**config.mk**
```make
export PLATFORM = sky130hd
export DESIGN_NAME = hazard_stall_ctrl
export DESIGN_NICKNAME = d
export VERILOG_FILES = /design/src/rtl/hazard_stall_ctrl.sv
export SDC_FILE = /design/constraint.sdc
export NUM_CORES = 1
export LEC_CHECK = 0
export BUFFER_PORTS_ARGS = -buffer_cell sky130_fd_sc_hd__buf_2
export CORE_MARGIN = 2
export CORE_UTILIZATION = 55
export CTS_BUF_LIST = sky130_fd_sc_hd__clkbuf_8
export CTS_CLUSTER_SIZE = 16
export DETAILED_ROUTE_END_ITERATION = 12
export GPL_TIMING_DRIVEN = 0
export PLACE_DENSITY = 0.93
export SETUP_SLACK_MARGIN = 0.2
export SYNTH_ARGS = -nofsm -noshare
export SYNTH_HDL_FRONTEND = slang
export SYNTH_SLANG_ARGS = --single-unit
```
**constraint.sdc**
```tcl
create_clock -name clk -period 1.95 [get_ports clk]
set_input_delay 0.195 -clock clk [delete_from_list [all_inputs] [get_ports clk]]
set_output_delay 0.195 -clock clk [all_outputs]
set_load 0.005 [all_outputs]
```
**src/rtl/hazard_stall_ctrl.sv**
```systemverilog
// Pipeline sequencing controller: load-use stalls, taken-branch flushes and memory-wait freeze,
// with saturating stall/flush statistics and a sticky data-memory timeout error.
module hazard_stall_ctrl #(
  parameter int unsigned MEM_TIMEOUT = 255,
  parameter int unsigned TO_W        = 8,
  parameter int unsigned CNT_W       = 16
) (
  input  logic             clk,
  input  logic             reset,
  input  logic [4:0]       rs1_id,
  input  logic [4:0]       rs2_id,
  input  logic             use_rs1_id,
  input  logic             use_rs2_id,
  input  logic [4:0]       rd_ex,
  input  logic             MemRead_ex,
  input  logic             branch_taken_ex,
  input  logic             dmem_req_mem,
  input  logic             dmem_ready,
  output logic             PCWrite,
  output logic             IFIDWrite,
  output logic             IDEX_bubble,
  output logic             pc_sel_branch,
  output logic             IFID_flush,
  output logic             IDEX_flush,
  output logic             pipe_en,
  output logic             mem_err,
  output logic [CNT_W-1:0] stall_cnt,
  output logic [CNT_W-1:0] flush_cnt
);

  typedef enum logic [1:0] {
    StRun     = 2'd0,
    StMemWait = 2'd1,
    StErr     = 2'd2
  } state_e;

  localparam logic [TO_W-1:0]  TimeoutVal = TO_W'(MEM_TIMEOUT);
  localparam logic [TO_W-1:0]  WaitOne    = {{(TO_W-1){1'b0}}, 1'b1};
  localparam logic [CNT_W-1:0] CntOne     = {{(CNT_W-1){1'b0}}, 1'b1};
  localparam logic [CNT_W-1:0] CntMax     = {CNT_W{1'b1}};

  state_e           r_state;
  state_e           w_state_d;
  logic [TO_W-1:0]  r_wait_cnt;
  logic [TO_W-1:0]  w_wait_cnt_d;
  logic [CNT_W-1:0] r_stall_cnt;
  logic [CNT_W-1:0] r_flush_cnt;
  logic             r_mem_err;

  logic w_mem_stall;
  logic w_freeze;
  logic w_rs1_hit;
  logic w_rs2_hit;
  logic w_lu_haz;
  logic w_stall_inc;
  logic w_flush_inc;

  always_comb begin
    w_mem_stall = dmem_req_mem && !dmem_ready;
    w_freeze    = w_mem_stall || (r_state == StErr);
    w_rs1_hit   = use_rs1_id && (rs1_id == rd_ex);
    w_rs2_hit   = use_rs2_id && (rs2_id == rd_ex);
    w_lu_haz    = MemRead_ex && (rd_ex != 5'd0) && (w_rs1_hit || w_rs2_hit);
  end

  // Priority: freeze > taken branch (squashes the hazarding ID instr) > load-use > normal.
  always_comb begin
    PCWrite       = 1'b0;
    IFIDWrite     = 1'b0;
    IDEX_bubble   = 1'b0;
    pc_sel_branch = 1'b0;
    IFID_flush    = 1'b0;
    IDEX_flush    = 1'b0;
    pipe_en       = 1'b0;
    if (!reset && !w_freeze) begin
      if (branch_taken_ex) begin
        pc_sel_branch = 1'b1;
        IFID_flush    = 1'b1;
        IDEX_flush    = 1'b1;
        PCWrite       = 1'b1;
        IFIDWrite     = 1'b1;
        pipe_en       = 1'b1;
      end else if (w_lu_haz) begin
        IDEX_bubble = 1'b1;
        pipe_en     = 1'b1;
      end else begin
        PCWrite   = 1'b1;
        IFIDWrite = 1'b1;
        pipe_en   = 1'b1;
      end
    end
  end

  always_comb begin
    w_stall_inc = 1'b0;
    w_flush_inc = 1'b0;
    if (w_freeze) begin
      w_stall_inc = (r_state != StErr);
    end else if (branch_taken_ex) begin
      w_flush_inc = 1'b1;
    end else if (w_lu_haz) begin
      w_stall_inc = 1'b1;
    end
  end

  always_comb begin
    w_state_d    = r_state;
    w_wait_cnt_d = r_wait_cnt;
    case (r_state)
      StRun: begin
        if (w_mem_stall) begin
          w_state_d    = StMemWait;
          w_wait_cnt_d = WaitOne;
        end
      end
      StMemWait: begin
        if (dmem_ready) begin
          w_state_d    = StRun;
          w_wait_cnt_d = '0;
        end else if (r_wait_cnt == TimeoutVal) begin
          w_state_d = StErr;
        end else begin
          w_wait_cnt_d = r_wait_cnt + WaitOne;
        end
      end
      StErr: begin
        w_state_d = StErr;
      end
      default: begin
        w_state_d    = StRun;
        w_wait_cnt_d = '0;
      end
    endcase
  end

  always_ff @(posedge clk) begin
    if (reset) begin
      r_state     <= StRun;
      r_wait_cnt  <= '0;
      r_stall_cnt <= '0;
      r_flush_cnt <= '0;
      r_mem_err   <= 1'b0;
    end else begin
      r_state    <= w_state_d;
      r_wait_cnt <= w_wait_cnt_d;
      r_mem_err  <= r_mem_err || (w_state_d == StErr);
      if (w_stall_inc && (r_stall_cnt != CntMax)) begin
        r_stall_cnt <= r_stall_cnt + CntOne;
      end
      if (w_flush_inc && (r_flush_cnt != CntMax)) begin
        r_flush_cnt <= r_flush_cnt + CntOne;
      end
    end
  end

  assign mem_err   = r_mem_err;
  assign stall_cnt = r_stall_cnt;
  assign flush_cnt = r_flush_cnt;

endmodule
```
==> impl_metrics.json, run 1 <==
{
  "status": "complete, but fails checks",
  "violations": "negative setup slack",
  "hpwl_um": 4170,
  "cts_tree": "done",
  "antenna_found_initial": 0,
  "slew_headroom": 0.660,
  "gp_congestion": 0.873,
  "final_cells": 425,
  "peakVddDrop_uv": 425,
  "cts.path.max_buffers": 2,
  "clk_pin_slew_ns": 0.09,
  "syn2layout_area_growth_pct": 46.0,
  "yosys-top-cells-area": "dfxtp_1 35%, xnor2_1 8.3%, nor2_1 5.1%",
  "crit_buf_inv": 2,
  "io_buffers": 62,
  "yosysTopAreaCell": "dfxtp_1",
  "ys_warn_count": 0,
  "drc": 0,
  "die-area_um2": 4970,
  "numCtsBuffers": 5,
  "dieWidth_um": 70.5,
  "rrSetupSlack_ns": -0.02,
  "crit_fanout": 6,
  "ys_seq_elements": 43,
  "antenna_cells": 0,
  "crit_arrival_ns": 2.19,
  "core_area_um2": 4290,
  "synthesis.area_um2": 2430,
  "synth_top_area_frac": 0.354,
  "grt_start_max_net_pins": 14,
  "cts_root_buf": "clkbuf_8",
  "final_nets": 398,
  "htree_num_levels": 2,
  "setup.worst_path.start_class": "flop",
  "fin_crit_sh": 1.01,
  "worst_slew_pin_slew_ns": 0.508,
  "initial_core_util": 0.567,
  "crit_family": "compound AO/OA/AOI/OAI gates",
  "r2r-start": "stall_cnt[11]$_SDFFE_PP0P_",
  "timing.fmax_mhz": 507,
  "max-cap-violations": 0,
  "drtIter0Drc": 321,
  "crit_chain": "nand3_1 > nor2_2 > nand2_2 > o21ai_4 > buf_8 > buf_8 > o21ai_4 > a21oi_2",
  "slew_violations": 0,
  "num_io_pins": 63,
  "synth.avg_cell_area_um2": 8.75,
  "grt_pass1_vias": 2483,
  "firstDrtPassIters": 5,
  "drive_above_1_share": 0.523,
  "synth-seq-area-share": 0.354,
  "finalHoldViolCount": 0,
  "regArea_um2": 915,
  "crit_type": "reg -> reg",
  "slowest_delay_ns": 0.48,
  "grt_first_pass_wirelength_um": 11800,
  "overflow": 0,
  "fin_area_um2": 3550,
  "min_path_type": "in -> reg",
  "die_h_um": 70.5,
  "met3_usage": 0.0750,
  "worst_slack_ns": -0.0238,
  "wl_per_cell_um": 21.7,
  "crit_path_top_delay_cell": "dfxtp_1",
  "p_total_mw": 1.89,
  "fin_skew_ns": 0.00727,
  "end_kind": "flop",
  "grtUsageTotal": 0.300,
  "p_leak_nw": 1.34,
  "final_util": 0.828,
  "crit_required_ns": 2.17,
  "synth-edff-count": 0,
  "powerDensity_nw_per_um2": 532,
  "async_reset_ff_frac": 0,
  "fin_crit_ns": 1.97,
  "holdBufCountCts": 0,
  "place_inst": 392,
  "fillCellCount": 231,
  "dpl_cell_area_um2": 2830,
  "yosysMostFrequentCell": "dfxtp_1",
  "dominantRegCellSynth": "dfxtp_1",
  "grt-busiest-layer": "met2",
  "tns_ns": -0.0342,
  "rsz0062_at_grt": "yes",
  "cts_sinks": 43,
  "fp-row-count": 24,
  "synth_cells": 278,
  "syn-num-nets": 304,
  "use_met2": 0.513,
  "wl_um": 9240,
  "startpoint": "stall_cnt[11]$_SDFFE_PP0P_",
  "setup_viol": 2,
  "synth_common_cells": "43 x dfxtp_1, 33 x nor2_1, 23 x xnor2_1, 17 x a21oi_1, 17 x nand2_1",
  "multi_input_area_um2": 1760,
  "worstHoldStart": "dmem_ready",
  "via_per_inst": 6.56,
  "grtUsageMet1": 0.335,
  "num_vias": 2789,
  "clock_latency_ns": 0.31,
  "ant_nets": 0,
  "yosysUniqueCellTypes": 51
}
stage by stage:
| step | setup slack, ns | hold WS, ns |
|---|---|---|
| floorplan | 0.181 | 0.272 |
| global placement | 0.0143 | 0.435 |
| detailed placement | -0.0960 | 0.435 |
| CTS | 0.127 | 0.163 |
| global route | -0.139 | 0.218 |
| finish | -0.0238 | 0.236 |
routing by layer:
layer | up-vias | routed length [um]
met2 | 221 | 4570
met4 | 0 | 581
met5 | - | 0
met3 | 65 | 697
met1 | 1307 | 3390
li1 | 1196 | -
worst paths after layout:
| path | cells after the start | to |
|---|---|---|
| max | 8 | stall_cnt[1]$_SDFFE_PP0P_ |
| min | 2 | r_state[0]$_SDFF_PP0_ |
| max reg2reg | 8 | stall_cnt[1]$_SDFFE_PP0P_ |
| min reg2reg | 2 | mem_err$_SDFF_PP0_ |
cell type report:
class / instances / share of cell area
well taps: 52 / 0.0183
clock buffers: 6 / 0.0232
repair buffers: 87 / 0.149
clock inverters: 2 / 0.00986
multi-input cells: 216 / 0.496
inverters: 3 / 0.00317
plain buffers: 16 / 0.0423
flip-flops and latches: 43 / 0.257
worst register-to-register path: stages, from the launching register on:
cell     delay [ns]
dfxtp_1        0.48
nand3_1        0.16
nor2_2         0.22
nand2_2        0.12
o21ai_4        0.26
buf_8          0.20
buf_8          0.15
o21ai_4        0.07
a21oi_2        0.21
timing repair:
item / in CTS / in global routing
setup buffers: 7 / 15
pin swaps: 25 / 33
hold endpoints to repair: 0 / 0
resized for setup: 45 / 63
gates cloned: 3 / 1
setup endpoints to repair: 43 / 42
flip-flops by register name (all words and copies together), names as in the netlist:
register / cells
stall_cnt: 16
flush_cnt: 16
mem_err: 1
r_state: 2
r_wait_cnt: 8
report_power, final:
part / total [mW] / switching (mW) / internal (mW)
combinational: 0.243 / 0.136 / 0.107
sequential: 0.895 / 0.0171 / 0.878
clock: 0.752 / 0.337 / 0.415
cells in the final DEF (no fill, tap or decap), drive strengths merged, types with 7 or more instances in the layout:
cell    netlist  layout
a21oi        19      20
buf          13      99
clkbuf        3       9
dfxtp        43      43
nand2        17      17
nand3        18      18
nand4        11      11
nor2         33      33
nor2b         7       7
nor3          9       9
o21ai         7       7
o31ai         9       9
or4          11      11
xnor2        23      23
cell families after synthesis:
logic type	Yosys count	share of synthesized area
adder cells (fa/ha/maj)	3	0.0154
multiplexers	4	0.0226
AO/OA/AOI/OAI	43	0.116
XOR/XNOR	29	0.104
buffers and inverters	20	0.0638
AND/OR/NAND/NOR	136	0.324
flip-flops	43	0.354
Note: power is estimated with default switching activity, not from simulation.
==> run 2, diff against run 1 <==
--- a/config.mk
+++ b/config.mk
@@ -11,7 +11,9 @@
 export CTS_BUF_LIST = sky130_fd_sc_hd__clkbuf_8
 export CTS_CLUSTER_SIZE = 16
 export DETAILED_ROUTE_END_ITERATION = 12
+export GPL_ROUTABILITY_DRIVEN = 0
 export GPL_TIMING_DRIVEN = 0
+export MAX_ROUTING_LAYER = met4
 export PLACE_DENSITY = 0.93
 export SETUP_SLACK_MARGIN = 0.2
 export SYNTH_ARGS = -nofsm -noshare
==> impl_metrics.json, run 2 (synthesis gave the netlist of run 1 again) <==
{
  "pre_cts_slack_ns": -0.0960,
  "final_cell_mix": "63 x buf_2, 32 x nor2_1, 25 x buf_4, 23 x xnor2_1, 22 x dfxtp_1",
  "fp-row-count": 24,
  "reg2reg_to": "stall_cnt[1]$_SDFFE_PP0P_",
  "status": "complete, but fails checks",
  "drc": 0,
  "slew_headroom": 0.649,
  "min_path_type": "in -> reg",
  "cts.path.max_buffers": 2,
  "num_io_pins": 63,
  "wl_per_cell_um": 21.9,
  "wl_um": 9310,
  "worstHoldPathCells": 2,
  "crit_chain": "nand3_1 > nor2_2 > nand2_2 > o21ai_4 > buf_8 > buf_8 > o21ai_4 > a21oi_2",
  "crit_fanout": 6,
  "hold_end": "r_state[0]$_SDFF_PP0_",
  "core_area_um2": 4290,
  "fin_crit_ns": 1.99,
  "rrSetupSlack_ns": -0.04,
  "via_per_inst": 6.62,
  "htree_num_levels": 2,
  "r2r-start": "stall_cnt[11]$_SDFFE_PP0P_",
  "fin_crit_sh": 1.02,
  "crit_required_ns": 2.17,
  "dieWidth_um": 70.5,
  "holdBufCountCts": 0,
  "clock_latency_ns": 0.31,
  "violations": "negative setup slack",
  "syn2layout_area_growth_pct": 46.0,
  "grt_start_max_net_pins": 14,
  "end_kind": "flop",
  "grtUsageTotal": 0.310,
  "grt-busiest-layer": "met2",
  "cts_sinks": 43,
  "antenna_cells": 0,
  "slew_violations": 0,
  "p_leak_nw": 1.34,
  "setup.worst_path.start_class": "flop",
  "max-cap-violations": 0,
  "crit_arrival_ns": 2.21,
  "layout_commonest_cell": "buf_2",
  "hpwl_um": 4170,
  "finalHoldViolCount": 0,
  "use_met2": 0.512,
  "grt_pass1_vias": 2472,
  "worst_r2r_path_depth": 8,
  "rsz0062_at_grt": "yes",
  "worstHoldStart": "dmem_ready",
  "overflow": 0,
  "crit_path_top_delay_cell": "dfxtp_1",
  "grt_first_pass_wirelength_um": 11800,
  "fin_skew_ns": 0.00767,
  "final_nets": 398,
  "drive_above_1_share": 0.523,
  "met3_usage": 0.0750,
  "p_total_mw": 1.89,
  "initial_core_util": 0.567,
  "peakVddDrop_uv": 421,
  "antenna_found_initial": 0,
  "worst_slack_ns": -0.0430,
  "ant_nets": 0,
  "powerDensity_nw_per_um2": 532,
  "drtIter0Drc": 312,
  "die_h_um": 70.5,
  "io_buffers": 62,
  "worst_slew_pin_slew_ns": 0.526,
  "crit_type": "reg -> reg",
  "num_vias": 2813,
  "die-area_um2": 4970,
  "setup_viol": 2,
  "numCtsBuffers": 5,
  "slowest_delay_ns": 0.49,
  "firstDrtPassIters": 5,
  "cts_root_buf": "clkbuf_8",
  "clk_pin_slew_ns": 0.09,
  "timing.hold.ws_ns": 0.227,
  "cts_tree": "done",
  "timing.fmax_mhz": 502,
  "grtUsageMet1": 0.341
}
## run 2: report_power, final
part | switching (mW) | internal (mW) | total [mW]
combinational | 0.136 | 0.107 | 0.244
clock | 0.335 | 0.415 | 0.750
sequential | 0.0175 | 0.878 | 0.896
## run 2: what timing repair did
action,4_1_cts,5_1_grt
pin swaps,25,33
buffers inserted,7,15
gates cloned,3,1
endpoints found under the setup margin,43,42
resized for setup,45,63
## run 2: worst max-delay path by stage
stage                                           from                          to  slack, ns
after floorplan            stall_cnt[4]$_SDFFE_PP0P_   stall_cnt[5]$_SDFFE_PP0P_       0.18
after global placement     flush_cnt[0]$_SDFFE_PP0P_  flush_cnt[10]$_SDFFE_PP0P_       0.01
after detailed placement   flush_cnt[0]$_SDFFE_PP0P_   flush_cnt[9]$_SDFFE_PP0P_       -0.1
after CTS                  stall_cnt[5]$_SDFFE_PP0P_   stall_cnt[4]$_SDFFE_PP0P_       0.13
after global routing      stall_cnt[10]$_SDFFE_PP0P_   stall_cnt[1]$_SDFFE_PP0P_      -0.08
final                     stall_cnt[11]$_SDFFE_PP0P_   stall_cnt[1]$_SDFFE_PP0P_      -0.04
## run 2: area by class of cell
| class | instances | area, um2 |
|---|---|---|
| Multi-Input combinational cell | 216 | 1760 |
| Sequential cell | 43 | 915 |
| Fill cell | 231 | 741 |
| Timing Repair Buffer | 87 | 531 |
| Buffer | 16 | 150 |
| Clock buffer | 6 | 82.6 |
| Tap cell | 52 | 65.1 |
| Clock inverter | 2 | 35.0 |
| Inverter | 3 | 11.3 |
## run 2: through the flow
step / std cells / instance area (um2) / utilization / TNS [ns]
after floorplan: 278 / 2450 / - / 0
after global placement: 392 / 2830 / 0.658 / 0
after detailed placement: 392 / 2830 / 0.658 / -0.255
after CTS: 410 / 3170 / 0.739 / 0
after global routing: 425 / 3550 / 0.828 / -0.299
final: 425 / 3550 / 0.828 / -0.0454
## run 2: worst max-delay path, delay by kind of cell (launching register included)
family	cells	cell delay [ns]
flip-flops	1	0.49
AND/OR/NAND/NOR	3	0.52
buffers and inverters	2	0.35
AO/OA/AOI/OAI	3	0.54
## run 2: routing by layer
layer,share of wire,vias up
met4,0.067,0
met2,0.49,244
met1,0.36,1301
met5,0,-
met3,0.088,74
li1,-,1194
